### src/rtl/min_max_array_loader_pkg.sv
// Shared definitions for the min/max array loader and the min/max finder.
// Holds the array geometry defaults and the one-hot loader state encoding.
package min_max_array_loader_pkg;

    localparam int WIDTH  = 8;
    localparam int DEPTH  = 16;
    localparam int ADDR_W = $clog2(DEPTH);

    // One-hot so that {Qh,Qf,Qi} is the state register itself.
    typedef enum logic [2:0] {
        ST_INI  = 3'b001,
        ST_FILL = 3'b010,
        ST_HOLD = 3'b100
    } loaderState_e;

endpackage

### src/rtl/min_max_array_loader_array_regfile.sv
// DEPTH x WIDTH register array with one synchronous write port and one
// asynchronous read port. Contents are deliberately not reset so that a
// partially or fully loaded array survives a reset of the loader.
module array_regfile
    import min_max_array_loader_pkg::*;
(
    input  logic              Clk,
    input  logic              we,
    input  logic [ADDR_W-1:0] waddr,
    input  logic [WIDTH-1:0]  wdata,
    input  logic [ADDR_W-1:0] raddr,
    output logic [WIDTH-1:0]  rdata
);

    logic [WIDTH-1:0] mem [DEPTH];

    // Write one element per clock when enabled; a read of the same address in
    // that cycle still sees the old value because the read is purely combinational.
    always_ff @(posedge Clk) begin
        if (we) begin
            mem[waddr] <= wdata;
        end
    end

    assign rdata = mem[raddr];

endmodule

### src/rtl/min_max_array_loader.sv
// Writer side of the array scanned by the min/max finder. Accepts a byte
// stream over valid/ready, fills M[0..DEPTH-1] in order, pulses Start_out
// to the finder, then freezes the array until the finder reports done.
module min_max_array_loader
    import min_max_array_loader_pkg::*;
(
    input  logic              Clk,
    input  logic              Reset,
    input  logic              Load_req,
    input  logic [WIDTH-1:0]  Din,
    input  logic              Din_valid,
    output logic              Din_ready,
    input  logic [ADDR_W-1:0] Rd_addr,
    output logic [WIDTH-1:0]  Rd_data,
    output logic              Start_out,
    input  logic              Finder_done,
    output logic [ADDR_W:0]   Count,
    output logic              Qi,
    output logic              Qf,
    output logic              Qh
);

    loaderState_e      state_q;
    logic [ADDR_W-1:0] wp_q;
    logic [ADDR_W:0]   count_q;
    logic              start_q;
    logic              writeFire;
    logic              lastBeat;

    // Ready is a pure decode of the FILL state so the handshake needs no extra register.
    assign Din_ready = (state_q == ST_FILL);
    assign writeFire = Din_valid && Din_ready;
    assign lastBeat  = (wp_q == ADDR_W'(DEPTH - 1));

    // Controller: one-hot FSM plus write pointer, element count and the Start pulse.
    always_ff @(posedge Clk or posedge Reset) begin
        if (Reset) begin
            state_q <= ST_INI;
            wp_q    <= '0;
            count_q <= '0;
            start_q <= 1'b0;
        end else begin
            start_q <= 1'b0;
            unique case (state_q)
                ST_INI: begin
                    if (Load_req) begin
                        state_q <= ST_FILL;
                        wp_q    <= '0;
                        count_q <= '0;
                    end
                end
                ST_FILL: begin
                    if (writeFire) begin
                        wp_q    <= wp_q + 1'b1;
                        count_q <= count_q + 1'b1;
                        if (lastBeat) begin
                            state_q <= ST_HOLD;
                            start_q <= 1'b1;
                        end
                    end
                end
                ST_HOLD: begin
                    if (Finder_done) begin
                        state_q <= ST_INI;
                    end
                end
                default: begin
                    state_q <= ST_INI;
                end
            endcase
        end
    end

    array_regfile uRegfile (
        .Clk   (Clk),
        .we    (writeFire),
        .waddr (wp_q),
        .wdata (Din),
        .raddr (Rd_addr),
        .rdata (Rd_data)
    );

    assign Start_out    = start_q;
    assign Count        = count_q;
    assign {Qh, Qf, Qi} = state_q;

endmodule

### config.mk
export PLATFORM = sky130hd
export DESIGN_NAME = min_max_array_loader
export DESIGN_NICKNAME = d
export VERILOG_FILES = /design/src/rtl/min_max_array_loader_pkg.sv /design/src/rtl/min_max_array_loader_array_regfile.sv /design/src/rtl/min_max_array_loader.sv
export SDC_FILE = /design/constraint.sdc
export NUM_CORES = 1
export LEC_CHECK = 0
export CAP_MARGIN = 20
export CORE_ASPECT_RATIO = 2
export CORE_MARGIN = 2
export CORE_UTILIZATION = 40
export CTS_BUF_LIST = sky130_fd_sc_hd__clkbuf_16
export DETAILED_ROUTE_END_ITERATION = 8
export GPL_TIMING_DRIVEN = 0
export SLEW_MARGIN = 10
export SYNTH_ARGS = -nofsm -noshare
export SYNTH_HDL_FRONTEND = slang
export SYNTH_SLANG_ARGS = --single-unit
### constraint.sdc
create_clock -name Clk -period 5.09 [get_ports Clk]
set_input_delay 0.509 -clock Clk [delete_from_list [all_inputs] [get_ports Clk]]
set_output_delay 0.509 -clock Clk [all_outputs]
set_load 0.03 [all_outputs]
==> flow_metrics.tcl <==
set metrics [dict create \
    synth_warnings 0 \
    post_cts.resized_instances 0 \
    rsz_0062_raised_after_global_routing "false" \
    clock-sinks 141 \
    route.vias.total 2839 \
    crit_path_frequent_cell "sky130_fd_sc_hd__clkdlybuf4s50_1" \
    final_layout_size_suffix_gt1_frac 0.1928 \
    antenna_violations_before_repair 0 \
    min-delay-path-class "in -> async" \
    finalCritPeriodShare 0.7075 \
    remaining_drc_errors 0 \
    filler_cell_count 1125 \
    worstMarginPinSlew_ns 0.8504 \
    most_frequent_standard_cell_in_the_layout_excluding_fill_and_tap_cells "sky130_fd_sc_hd__edfxtp_1" \
    avgRoutedWirePerCell_um 21.31 \
    post_dp_hpwl_um 8251 \
    holdBufCountCts 0 \
    die_w_um 88.59 \
    insertedDiodeCount 0 \
    coreArea_sq_um 13970 \
    critPathMaxFanout 10 \
    outcome "complete, no violations" \
    dieHeight_um 173.2 \
    synth_edf_count 128 \
    hold_viol_final 0 \
    worst_clock_skew_ns 0.005091 \
    seq_area_frac_synth 0.7285 \
    postRouteAntennaNets 0 \
    async_set_reset_flop_share_out_of_synthesis 0.09220 \
    dieArea_sq_um 15340 \
    global_route.usage.total 0.1679 \
    finalNetCount 372 \
    finalSetupViolCount 0 \
    floorplan.initialDensity 0.4098 \
    achievable-frequency_mhz 277.7 \
    finalNonFillerCells 552 \
    dr.first_iter.drc_count 209 \
    switching_share 0.2333 \
    crit_path_start_kind "primary input" \
    setup_tns_ns 0 \
    synth.ff_latch_count 141 \
    drt_pre_antenna_iters 4 \
    most-common-layout-cells "sky130_fd_sc_hd__edfxtp_1 (128), sky130_fd_sc_hd__clkdlybuf4s50_1 (33), sky130_fd_sc_hd__mux4_2 (22)" \
    cts_max_level 4 \
    power_switching_uw 665.1 \
    crit_chain "clkdlybuf4s50_1 > buf_1 > mux4_1 > a22oi_1 > nand2_1 > clkdlybuf4s50_1" \
    grt_pass1_wl_um 18170 \
    max_slew_margin 0.4310 \
    clkLatencyLatePin_ns 0.41 \
    syn_inst 297 \
    drt-total-wl_um 11760 \
    cts_root_buffer "sky130_fd_sc_hd__clkbuf_16" \
    cpLargestDelayFamily "buffers and inverters" \
    slowest_cell_on_the_critical_path "sky130_fd_sc_hd__clkdlybuf4s50_1" \
    syn_area_sq_um 5724 \
    overall_overflow_remaining_after_global_route 0 \
    combPwrFrac 0.097 \
    flow.area_growth_from_synthesis_pct 20.98 \
    vdd_ir_drop_max_v 0.0003578 \
    post_synth_num_cell_types 40 \
    grt_pass1_vias 3070 \
    rows 61 \
    cts_tree "yes" \
    worst_setup_ep_type "output port" \
    cts_max_path_buffers 2 \
    cellInternalPower_mw 2.186 \
    postSynth.topFlopCell "sky130_fd_sc_hd__edfxtp_1" \
    placement.io_buffers 33 \
    post-cts-setup-buffers 0 \
    place_congestion 0.8442 \
    slew_violations 0 \
    cp_data_required_time_ns 4.58 \
    ff_latch_area_sq_um 4170 \
    numCtsBuffers 17 \
    clock_power_share 0.442 \
    critical_path.max_stage_delay_ns 0.60 \
    max_cap_violations 0 \
    syn-num-nets 319 \
    maximum_number_of_pins_on_one_net_before_global_route_repair 17 \
    period_needed_ns 3.601 \
    multiInputGateArea_sq_um 1436 \
    syn_area_per_cell_sq_um 19.27 \
    viasPerCell 5.143 \
    post-layout-total-power_mw 2.851 \
    clk_transition_reported_paths_ns 0.06 \
    leakage_nw 2.313 \
    path_class "in -> out" \
    placedCellCount 520 \
    io_pins 35 \
    p_per_area_nw_per_um2 411.7 \
    worstPathArrival_ns 3.09 \
    sequentialPowerShare 0.462 \
    critical_path.n_buffers_inverters 3 \
]
-- cell type report --
cell class,count,share of cell area
Tap cell,189,0.03415
Buffer,14,0.01536
Timing Repair Buffer,34,0.04878
Sequential cell,141,0.6022
Clock buffer,17,0.06143
Clock inverter,15,0.02674
Inverter,6,0.003975
Multi-Input combinational cell,136,0.2074
-- flip-flops by register name, indices dropped and copies added, names as in the netlist --
signal / count
uRegfile.mem: 128
Count: 5
wp_q: 4
state_q: 3
Start_out: 1
-- power by group through the flow --
| stage | Clock (mW) | Combinational (mW) | Sequential, mW |
|---|---|---|---|
| 2_1_floorplan | 0 | 0.149 | 1.35 |
| 3_3_place_gp | 0 | 0.276 | 1.34 |
| 3_5_place_dp | 0 | 0.280 | 1.34 |
| 4_1_cts | 1.28 | 0.281 | 1.32 |
| 5_1_grt | 1.33 | 0.298 | 1.32 |
| 6_report | 1.26 | 0.276 | 1.32 |
-- kinds of logic (layout without fill, tap and decap cells) --
kind of cell / count (synthesis) / in the layout / share of synthesized area
AOI/OAI and AO/OA: 34 / 34 / 0.03978
muxes: 32 / 32 / 0.1325
buffers and inverters: 20 / 86 / 0.02339
adders and majority gates: 5 / 5 / 0.01093
DFF: 141 / 141 / 0.7285
and+or+nand+nor: 65 / 65 / 0.06492
-- stage by stage --
step	setup WS, ns	hold slack (ns)	util	cell area, sq um
after CTS	1.441	0.4416	0.4958	6925
after floorplan	2.690	0.3852	-	5724
after global placement	1.474	0.5141	0.4504	6291
final	1.489	0.4373	0.4958	6925
after global routing	1.385	0.4986	0.4958	6925
after detailed placement	1.428	0.5299	0.4521	6315
-- synthesized netlist by cell type, drive strengths merged (3+ instances only) --
library cell,count,area (sq um)
o21ai,11,55.05
and2,13,81.33
nand3,5,25.02
nor2b,4,25.02
mux4,32,758.2
dfrtp,12,300.3
clkbuf,4,16.26
a22oi,16,120.1
nor2,9,33.78
edfxtp,128,3844
inv,6,27.53
buf,10,90.08
nor3,3,15.01
ha,5,62.56
nand2,17,63.81
-- final timing paths --
check / startpoint / end / slack, ns / depth (start not counted)
max: Rd_addr[1] / Rd_data[2] / 1.49 / 6
max in group asynchronous: Reset / state_q[0] / 4.29 / 2
min reg2reg: Count[3] / Count[3] / 0.54 / 1
min in group Clk: Count[3] / Count[3] / 0.54 / 1
max reg2reg: state_q[1] / uRegfile.mem[7][1] / 2.80 / 5
min: Reset / Start_out / 0.44 / 2
-- metal layers --
layer  GRT usage  share of wire
met3     0.04248          0.032
met2      0.2910           0.57
met5           0              0
met4     0.07071          0.029
met1      0.1914           0.37
(Power assumes the default switching activity.)
